<file path="src/rtl/ttt_turn_controller.sv">
// Tic-tac-toe turn sequencer: owns both boards, validates human moves, commits the strategy pick, detects win/draw.
// Latency: human handshake -> comp_move_valid in 3+SETTLE cycles; human_ready_o is the only backpressure (high in WAIT_HUMAN).
module ttt_turn_controller #(
   parameter int NUM_RULES   = 8,
   parameter int SETTLE      = 1,
   parameter bit HUMAN_FIRST = 1'b1
) (
   input  logic                   clk_i,
   input  logic                   reset_i,
   input  logic                   start_i,
   input  logic                   human_valid_i,
   input  logic [8:0]             human_move_i,
   output logic                   human_ready_o,
   input  logic [9*NUM_RULES-1:0] rule_moves_i,
   output logic [8:0]             human_board_o,
   output logic [8:0]             computer_board_o,
   output logic [8:0]             comp_move_o,
   output logic                   comp_move_valid_o,
   output logic                   move_error_o,
   output logic                   game_over_o,
   output logic [1:0]             winner_o
);

   localparam logic [2:0] ST_IDLE       = 3'd0;
   localparam logic [2:0] ST_WAIT_HUMAN = 3'd1;
   localparam logic [2:0] ST_H_CHECK    = 3'd2;
   localparam logic [2:0] ST_SETTLE     = 3'd3;
   localparam logic [2:0] ST_SELECT     = 3'd4;
   localparam logic [2:0] ST_C_CHECK    = 3'd5;
   localparam logic [2:0] ST_OVER       = 3'd6;

   localparam logic [1:0] WIN_NONE  = 2'b00;
   localparam logic [1:0] WIN_HUMAN = 2'b01;
   localparam logic [1:0] WIN_COMP  = 2'b10;

   localparam int CNT_W = (SETTLE > 1) ? $clog2(SETTLE) : 1;
   localparam logic [CNT_W-1:0] CNT_LAST = (SETTLE > 0) ? CNT_W'(SETTLE - 1) : '0;

   // With SETTLE=0 the wait state is bypassed entirely.
   localparam logic [2:0] ST_PRE_SELECT = (SETTLE == 0) ? ST_SELECT : ST_SETTLE;
   localparam logic [2:0] ST_FIRST      = HUMAN_FIRST ? ST_WAIT_HUMAN : ST_PRE_SELECT;

   logic [2:0]       state_q, state_d;
   logic [8:0]       human_board_q, human_board_d;
   logic [8:0]       computer_board_q, computer_board_d;
   logic [8:0]       comp_move_q, comp_move_d;
   logic [1:0]       winner_q, winner_d;
   logic             move_error_q, move_error_d;
   logic [CNT_W-1:0] settle_cnt_q, settle_cnt_d;

   logic [8:0] occupied;
   logic [8:0] empty_sq;
   logic [8:0] pick;
   logic       human_legal;
   logic       board_full;

   function automatic logic line_hit(input logic [8:0] b, input logic [8:0] m);
      return (b & m) == m;
   endfunction

   function automatic logic has_line(input logic [8:0] b);
      return line_hit(b, 9'b111000000) || line_hit(b, 9'b000111000) ||
             line_hit(b, 9'b000000111) || line_hit(b, 9'b100100100) ||
             line_hit(b, 9'b010010010) || line_hit(b, 9'b001001001) ||
             line_hit(b, 9'b100010001) || line_hit(b, 9'b001010100);
   endfunction

   function automatic logic [8:0] msb_onehot(input logic [8:0] v);
      logic [8:0] r;
      r = '0;
      for (int i = 0; i < 9; i++) begin
         if (v[i]) begin
            r    = '0;
            r[i] = 1'b1;
         end
      end
      return r;
   endfunction

   function automatic logic is_onehot(input logic [8:0] v);
      return (v != 9'd0) && ((v & (v - 9'd1)) == 9'd0);
   endfunction

   // Scanning from the lowest priority upwards lets rule 0 overwrite everything else.
   function automatic logic [8:0] select_pick(input logic [9*NUM_RULES-1:0] rules,
                                              input logic [8:0]             empty_v);
      logic [8:0] res;
      logic [8:0] cand;
      res = msb_onehot(empty_v);
      for (int k = NUM_RULES - 1; k >= 0; k--) begin
         cand = rules[9*k +: 9] & empty_v;
         if (cand != 9'd0) begin
            res = msb_onehot(cand);
         end
      end
      return res;
   endfunction

   assign occupied    = human_board_q | computer_board_q;
   assign empty_sq    = ~occupied;
   assign board_full  = &occupied;
   assign pick        = select_pick(rule_moves_i, empty_sq);
   assign human_legal = is_onehot(human_move_i) && ((human_move_i & occupied) == 9'd0);

   always_comb begin
      state_d          = state_q;
      human_board_d    = human_board_q;
      computer_board_d = computer_board_q;
      comp_move_d      = comp_move_q;
      winner_d         = winner_q;
      settle_cnt_d     = settle_cnt_q;
      move_error_d     = 1'b0;

      case (state_q)
         ST_IDLE, ST_OVER: begin
            if (start_i) begin
               human_board_d    = '0;
               computer_board_d = '0;
               comp_move_d      = '0;
               winner_d         = WIN_NONE;
               settle_cnt_d     = '0;
               state_d          = ST_FIRST;
            end
         end
         ST_WAIT_HUMAN: begin
            if (human_valid_i) begin
               if (human_legal) begin
                  human_board_d = human_board_q | human_move_i;
                  state_d       = ST_H_CHECK;
               end else begin
                  move_error_d = 1'b1;
               end
            end
         end
         ST_H_CHECK: begin
            if (has_line(human_board_q)) begin
               winner_d = WIN_HUMAN;
               state_d  = ST_OVER;
            end else if (board_full) begin
               winner_d = WIN_NONE;
               state_d  = ST_OVER;
            end else begin
               state_d = ST_PRE_SELECT;
            end
         end
         ST_SETTLE: begin
            // Counter leaves SETTLE at zero so the next entry starts fresh.
            if (settle_cnt_q == CNT_LAST) begin
               settle_cnt_d = '0;
               state_d      = ST_SELECT;
            end else begin
               settle_cnt_d = settle_cnt_q + 1'b1;
            end
         end
         ST_SELECT: begin
            comp_move_d      = pick;
            computer_board_d = computer_board_q | pick;
            state_d          = ST_C_CHECK;
         end
         ST_C_CHECK: begin
            if (has_line(computer_board_q)) begin
               winner_d = WIN_COMP;
               state_d  = ST_OVER;
            end else if (board_full) begin
               winner_d = WIN_NONE;
               state_d  = ST_OVER;
            end else begin
               state_d = ST_WAIT_HUMAN;
            end
         end
         default: begin
            state_d = ST_IDLE;
         end
      endcase
   end

   always_ff @(posedge clk_i) begin
      if (reset_i) begin
         state_q          <= ST_IDLE;
         human_board_q    <= '0;
         computer_board_q <= '0;
         comp_move_q      <= '0;
         winner_q         <= WIN_NONE;
         move_error_q     <= 1'b0;
         settle_cnt_q     <= '0;
      end else begin
         state_q          <= state_d;
         human_board_q    <= human_board_d;
         computer_board_q <= computer_board_d;
         comp_move_q      <= comp_move_d;
         winner_q         <= winner_d;
         move_error_q     <= move_error_d;
         settle_cnt_q     <= settle_cnt_d;
      end
   end

   assign human_ready_o     = (state_q == ST_WAIT_HUMAN);
   assign comp_move_valid_o = (state_q == ST_C_CHECK);
   assign game_over_o       = (state_q == ST_OVER);
   assign human_board_o     = human_board_q;
   assign computer_board_o  = computer_board_q;
   assign comp_move_o       = comp_move_q;
   assign move_error_o      = move_error_q;
   assign winner_o          = winner_q;

endmodule

</file>
<file path="config.mk">
export PLATFORM = sky130hd
export DESIGN_NAME = ttt_turn_controller
export DESIGN_NICKNAME = d
export VERILOG_FILES = /design/src/rtl/ttt_turn_controller.sv
export SDC_FILE = /design/constraint.sdc
export NUM_CORES = 1
export LEC_CHECK = 0
export CORE_MARGIN = 2
export CORE_UTILIZATION = 43
export CTS_CLUSTER_SIZE = 20
export DETAILED_ROUTE_END_ITERATION = 6
export HOLD_SLACK_MARGIN = 0.02
export PLACE_DENSITY_LB_ADDON = 0.05
export REMOVE_ABC_BUFFERS = 1
export SLEW_MARGIN = 10
export SYNTH_ARGS = -nofsm -noshare
export SYNTH_HDL_FRONTEND = slang
export SYNTH_SLANG_ARGS = --single-unit
</file>
<file path="constraint.sdc">
create_clock -name clk_i -period 2.43 [get_ports clk_i]
set_input_delay 0.486 -clock clk_i [delete_from_list [all_inputs] [get_ports clk_i]]
set_output_delay 0.486 -clock clk_i [all_outputs]
set_load 0.05 [all_outputs]
</file>
==> qor.yml, run 1 <==
status:
  outcome: "finished, violations left"
  violations: "DRC, setup timing"
clock_tree:
  cts_root_buf: "clkbuf_8"
  ctsHtreeMaxLevel: 2
  clkSinkCount: 33
  clkTransAtPathRegs_ps: 80
  clkLatencyLatePin_ps: 300
  cts_buffer_depth: 2
  cts_buffers: 5
  cts_tree: "yes"
  holdBufCountCts: 0
finish:
  fin_nets: 875
  multiInputGateArea_um2: 3370
  drive_gt1_frac: 0.410
  register_area_um2: 694
  fillers: 420
  diodes: 0
  synthToLayoutAreaGrowth_pct: 96.4
  instances_no_fill: 896
detailed_routing:
  dr.pass1.iters: 7
  detail-route-antenna-nets: 0
  drt_iter0_drc: 1004
  wirelength_mm: 21.9
  wl_per_cell_um: 24.4
  vias: 6280
  drc: 14
  vias_per_cell: 7.01
run:
  cap_viol_max_count: 0
logic_synthesis:
  synth_edf_count: 0
  syn_area_um2: 3620
  synth_seq_cells: 33
  synth_top_area_share: 0.183
  synth.most_common_cell: "nand2_1"
  syn_inst: 505
  yosysUniqueCellTypes: 74
  yosys.area.top_type: "dfxtp_1"
  syn_avg_cell_area_um2: 7.16
  synthFlopType: "dfxtp_1"
  yosysSeqAreaShare: 0.183
  netlist_top_cells_area: "dfxtp_1 18%, nand2_1 7.6%, nor3b_1 5.4%"
  async_reset_ff_frac: 0
  netlist_top_cells_count: "73 x nand2_1, 41 x nor2_1, 38 x nand3_1"
  ys_warn_count: 0
placement:
  hpwl_mm: 14.3
  gp_congestion: 1.07
  portBuffers: 117
  dpl.cell_count: 857
global_route:
  grt_pass1_vias: 5459
  grt_pass1_wl_mm: 28.3
  grt-ovfl-total: 0
  grt_max_degree: 16
  track_usage: 0.406
  antenna_found_initial: 0
power_and_ir_drop:
  vdd_drop_max_uv: 260
  p_leak_nw: 3.10
  power.total_mw: 1.78
  p_per_area_nw_per_um2: 251
floorplanning:
  die_width_um: 95.7
  io_pins: 118
  rows: 33
  coreArea_um2: 8180
  start_util: 0.442
  die-area_um2: 9160
  die_y_um: 95.7
timing:
  fin_ws_ps: -157
  worst_clock_skew_ps: 6.21
  timing.final.crit_period_ps: 2590
  worstMarginPinSlew_ps: 540
  finalHoldViolCount: 0
  finalSetupViolations: 15
  slew_headroom: 0.640
  timing.fmax_mhz: 387
  rsz0062_at_grt: "true"
  drv_slew: 0
  finalCritPeriodShare: 1.06
critical_path:
  worstPathArrival_ps: 2790
  worstPathMaxFanout: 5
  crit_type: "flip-flop to flip-flop"
  r2r-end: "comp_move_o[5]$_SDFFE_PP0P_"
  critPathLaunchType: "flip-flop"
  regToRegSetupSlack_ps: -160
  critPathCaptureType: "flip-flop"
  worstPathRequired_ps: 2640
  r2r_cells: 11
  rr_startpoint: "human_board_o[5]$_SDFFE_PP0P_"
min_path:
  worstHoldPathType: "flip-flop to flip-flop"
  worstHoldStart: "comp_move_o[1]$_SDFFE_PP0P_"
  holdPathStages: 1
  hold_end: "comp_move_o[1]$_SDFFE_PP0P_"
==> placed cells by master, fill, tap and decap left out, types with 10 or more instances in the layout <==
cell             synthesis  routed
nor2_1                  41      36
dfxtp_1                 33      20
a22oi_1                 11      11
nor3b_4                  0      17
clkdlybuf4s50_1          0      75
buf_4                    2     179
nand2_1                 73      73
dlymetal6s2s_1           0      29
nor3_1                  18      16
a21oi_1                 25      22
nand3_1                 38      32
nand4_1                 10      10
buf_6                    2      16
a31oi_1                 13      12
==> critical path, stage by stage (launching register included) <==
cell and delay, ps:
dfxtp_4 380, buf_12 120, buf_12 100, buf_6 90, nor2_4 30, a222oi_1 460, buf_4 210, nand3_4 120
buf_6 170, nor2_2 120, nand4_1 260, a2111oi_2 420
==> where the power goes <==
part	switching (mW)	total [mW]	internal, mW
registers	0.0164	0.556	0.539
clock network	0.250	0.585	0.335
logic	0.313	0.643	0.329
total	0.580	1.78	1.20
==> flip-flops by register name (all words and copies together), names as in the netlist <==
register and count:
comp_move_o 9, computer_board_o 9, human_board_o 9, move_error_o 1, state_q 3, winner_o 2
==> cell type report <==
cell class / count / share of cell area
timing repair buffer: 309 / 0.389
clock inverter: 1 / 0.00423
inverter: 7 / 0.00370
tap: 105 / 0.0185
clock buffer: 7 / 0.0122
sequential: 33 / 0.0977
multi-input combinational: 434 / 0.475
==> through the flow <==
| step | setup slack, ps | instance area [um2] | setup TNS [ps] | util | hold WS, ps |
|---|---|---|---|---|---|
| global route | -261 | 7100 | -2430 | 0.869 | 481 |
| floorplan | -490 | 3460 | -5220 | - | 549 |
| CTS | -74.5 | 6300 | -349 | 0.771 | 457 |
| global placement | -556 | 6000 | -10610 | 0.733 | 432 |
| finish | -157 | 7100 | -1430 | 0.869 | 454 |
| detailed placement | -602 | 6000 | -11680 | 0.733 | 439 |
==> per-layer routing <==
layer | vias up | GRT usage | share of wire | routed length, um
met3 | 236 | 0.0869 | 0.13 | 2750
met5 | - | 0 | 0 | 0
met4 | 0 | 0.193 | 0.097 | 2110
met1 | 2824 | 0.492 | 0.33 | 7310
met2 | 650 | 0.685 | 0.44 | 9690
li1 | 2570 | - | - | -
==> how the worst max path moves through the flow <==
stage / startpoint / cells past startpoint / end / slack (ps)
after floorplan: human_board_o[7]$_SDFFE_PP0P_ / 7 / computer_board_o[1]$_SDFFE_PP0P_ / -490
after global placement: rule_moves_i[69] / 9 / computer_board_o[0]$_SDFFE_PP0P_ / -560
after detailed placement: rule_moves_i[69] / 9 / computer_board_o[0]$_SDFFE_PP0P_ / -600
after CTS: rule_moves_i[30] / 7 / computer_board_o[0]$_SDFFE_PP0P_ / -70
after global routing: human_board_o[5]$_SDFFE_PP0P_ / 12 / comp_move_o[6]$_SDFFE_PP0P_ / -260
final: human_board_o[5]$_SDFFE_PP0P_ / 11 / comp_move_o[5]$_SDFFE_PP0P_ / -160
==> cells by family (layout without fill, tap and decap cells) <==
| kind of cell | Yosys count | in the layout | share of synthesized area |
|---|---|---|---|
| buf+inv | 38 | 324 | 0.0502 |
| simple gates | 266 | 266 | 0.392 |
| flops | 33 | 33 | 0.183 |
| xor+xnor | 1 | 1 | 0.00242 |
| compound gates | 167 | 167 | 0.373 |
==> timing repair <==
| action | in CTS | in global routing |
|---|---|---|
| setup endpoints to repair | 19 | 28 |
| pin swaps | 27 | 52 |
| resized for setup | 47 | 152 |
| buffers inserted | 6 | 29 |
(Power assumes the default switching activity.)
==> run 2, diff against run 1 <==
--- a/config.mk
+++ b/config.mk
@@ -7,9 +7,11 @@
 export LEC_CHECK = 0
 export CORE_MARGIN = 2
 export CORE_UTILIZATION = 43
+export CTS_CLUSTER_DIAMETER = 50
 export CTS_CLUSTER_SIZE = 20
 export DETAILED_ROUTE_END_ITERATION = 6
 export HOLD_SLACK_MARGIN = 0.02
+export MAX_ROUTING_LAYER = met4
 export PLACE_DENSITY_LB_ADDON = 0.05
 export REMOVE_ABC_BUFFERS = 1
 export SLEW_MARGIN = 10
==> qor.yml, run 2 (synthesis gave the netlist of run 1 again) <==
status:
  outcome: "finished, violations left"
  violations: "DRC, setup timing"
timing:
  fin_hold_ws_ps: 467  # +13.3 ps
  finalCritPeriodShare: 1.04  # -0.0249
  rsz0062_at_grt: "true"
  finalHoldViolCount: 0  # unchanged
  drv_slew: 0  # unchanged
  tns_ps: -264  # +1160 ps
  timing.final.crit_period_ps: 2530  # -60.6 ps
  worst_clock_skew_ps: 5.85  # -0.362 ps
  fin_ws_ps: -96.4  # +60.6 ps
  finalSetupViolations: 6  # -9
  timing.fmax_mhz: 396  # +2.4%
  slew_headroom: 0.629  # -0.0107
  worstMarginPinSlew_ps: 556  # +16.1 ps
finish:
  final_common_cell: "buf_4"
  drive_gt1_frac: 0.388  # -0.0219
  fillers: 501  # +19%
  fin_nets: 868  # -0.80%
  diodes: 0  # unchanged
  synthToLayoutAreaGrowth_pct: 88.1
  postLayoutCoreUtil: 0.832  # -0.0367
  instances_no_fill: 889  # -0.78%
  final_cell_mix: "179 x buf_4, 79 x clkdlybuf4s50_1, 72 x nand2_1"
min_path:
  worstHoldPathType: "flip-flop to flip-flop"
  holdPathStages: 2  # +1
clock_tree:
  clkTransAtPathRegs_ps: 80  # about the same
  cts_tree: "yes"
  clkSinkCount: 33  # unchanged
  clkLatencyLatePin_ps: 290  # about the same
  cts_buffers: 5  # unchanged
  cts_buffer_depth: 2  # unchanged
  cts_root_buf: "clkbuf_8"
  ctsHtreeMaxLevel: 2  # unchanged
power_and_ir_drop:
  power.switching_mw: 0.547  # -5.7%
  p_per_area_nw_per_um2: 256  # +2.1%
  p_leak_nw: 2.87  # -7.6%
  clockPowerShare: 0.323  # -0.005
  vdd_drop_max_uv: 274  # +5.2%
  p_int_mw: 1.20  # -0.49%
  p_seq_frac: 0.319  # +0.007
  swShare: 0.313  # -0.0117
  power_frac_comb: 0.358  # -0.002
critical_path:
  r2r_cells: 9  # -2
  worstPathMaxFanout: 7  # +2
  crit_path_top_delay_cell: "or4_4"
  worstPathRequired_ps: 2660  # +20 ps
  crit_type: "flip-flop to flip-flop"
  cpPeakStageDelay_ps: 530  # +70 ps
  critPathLaunchType: "flip-flop"
  critical_path_buf_inv_count: 2  # -3
  cp_cell_sequence: "buf_6 -> buf_4 -> or3b_2 -> nand4_1 -> nand4b_1 -> or2_1 -> or4_4 -> a221o_1 -> a21oi_1"
  critPathCaptureType: "flip-flop"
  cpLargestDelayFamily: "simple AND/OR/NAND/NOR gates"
  crit_cells: 9  # -2
  worstPathArrival_ps: 2760  # -30 ps
detailed_routing:
  wl_per_cell_um: 22.8  # -6.7%
  wirelength_mm: 20.2  # -7.4%
  dr.pass1.iters: 7  # unchanged
  drc: 5  # -9
  vias_per_cell: 6.76  # -3.5%
  vias: 6012  # -4.3%
  detail-route-antenna-nets: 0  # unchanged
  drt_iter0_drc: 727  # -28%
global_route:
  track_usage: 0.424  # +0.0171
  grt_pass1_wl_mm: 28.7  # +1.2%
  antenna_found_initial: 0  # unchanged
  grt-ovfl-total: 0  # unchanged
  grt_max_degree: 16  # unchanged
  grt_pass1_vias: 5551  # +1.7%
placement:
  gp_congestion: 0.994  # -7.0%
  hpwl_mm: 14.5  # +1.5%
  portBuffers: 117  # unchanged
  dpl.cell_count: 859  # +0.23%
floorplanning:
  die-area_um2: 9160  # unchanged
  rows: 33  # unchanged
  coreArea_um2: 8180  # unchanged
  die_width_um: 95.7  # unchanged
  io_pins: 118  # unchanged
  die_y_um: 95.7  # unchanged
  start_util: 0.442  # unchanged
run:
  cap_viol_max_count: 0  # unchanged
## run 2: path summary, 6_finish.rpt
path / startpoint / slack [ps] / to
hold / removal: winner_o[1]$_SDFFE_PP0P_ / 470 / winner_o[1]$_SDFFE_PP0P_
setup reg to reg: computer_board_o[7]$_SDFFE_PP0P_ / -100 / computer_board_o[0]$_SDFFE_PP0P_
hold reg to reg: winner_o[1]$_SDFFE_PP0P_ / 470 / winner_o[1]$_SDFFE_PP0P_
setup / recovery: computer_board_o[7]$_SDFFE_PP0P_ / -100 / computer_board_o[0]$_SDFFE_PP0P_
## run 2: cell type report
class | instances | area (um2) | share of cell area
clock buffers | 7 | 86.3 | 0.0127
repair buffers | 302 | 2630 | 0.387
clock inverters | 1 | 30.0 | 0.00441
well taps | 105 | 131 | 0.0193
inverters | 7 | 26.3 | 0.00386
multi-input cells | 434 | 3200 | 0.471
flip-flops and latches | 33 | 696 | 0.102
## run 2: worst reg2reg max path, cell delays in order, from the launching register on
cell	delay [ps]
dfxtp_1	380
buf_6	140
buf_4	170
or3b_2	150
nand4_1	170
nand4b_1	270
or2_1	240
or4_4	530
a221o_1	300
a21oi_1	130
## run 2: metal layers
| metal | vias up | GRT usage | share of wire |
|---|---|---|---|
| li1 | 2556 | - | - |
| met5 | - | - | 0 |
| met3 | 177 | 0.0760 | 0.11 |
| met1 | 2769 | 0.488 | 0.35 |
| met4 | 0 | 0.218 | 0.079 |
| met2 | 510 | 0.704 | 0.46 |
## run 2: timing repair
item,CTS,global route
pin swaps,32,40
endpoints found under the setup margin,30,25
gates resized for setup,79,84
hold buffers,0,0
buffers inserted,8,16
## run 2: per-stage QoR
stage | instance area [um2] | power [mW] | worst slack [ps]
after floorplan | 3460 | 0.786 | -490
after global placement | 5990 | 1.12 | -506
after detailed placement | 5990 | 1.13 | -544
after CTS | 6380 | 1.70 | 1.65
after global routing | 6800 | 1.80 | -102
final | 6800 | 1.74 | -96.4
## run 2: power groups by stage
stage          clock (mW)  combinational, mW  sequential [mW]
4_1_cts             0.559              0.578            0.563
2_1_floorplan           0              0.207            0.579
3_3_place_gp            0              0.549            0.575
3_5_place_dp            0              0.558            0.576
6_report            0.563              0.624            0.556
5_1_grt             0.581              0.657            0.558
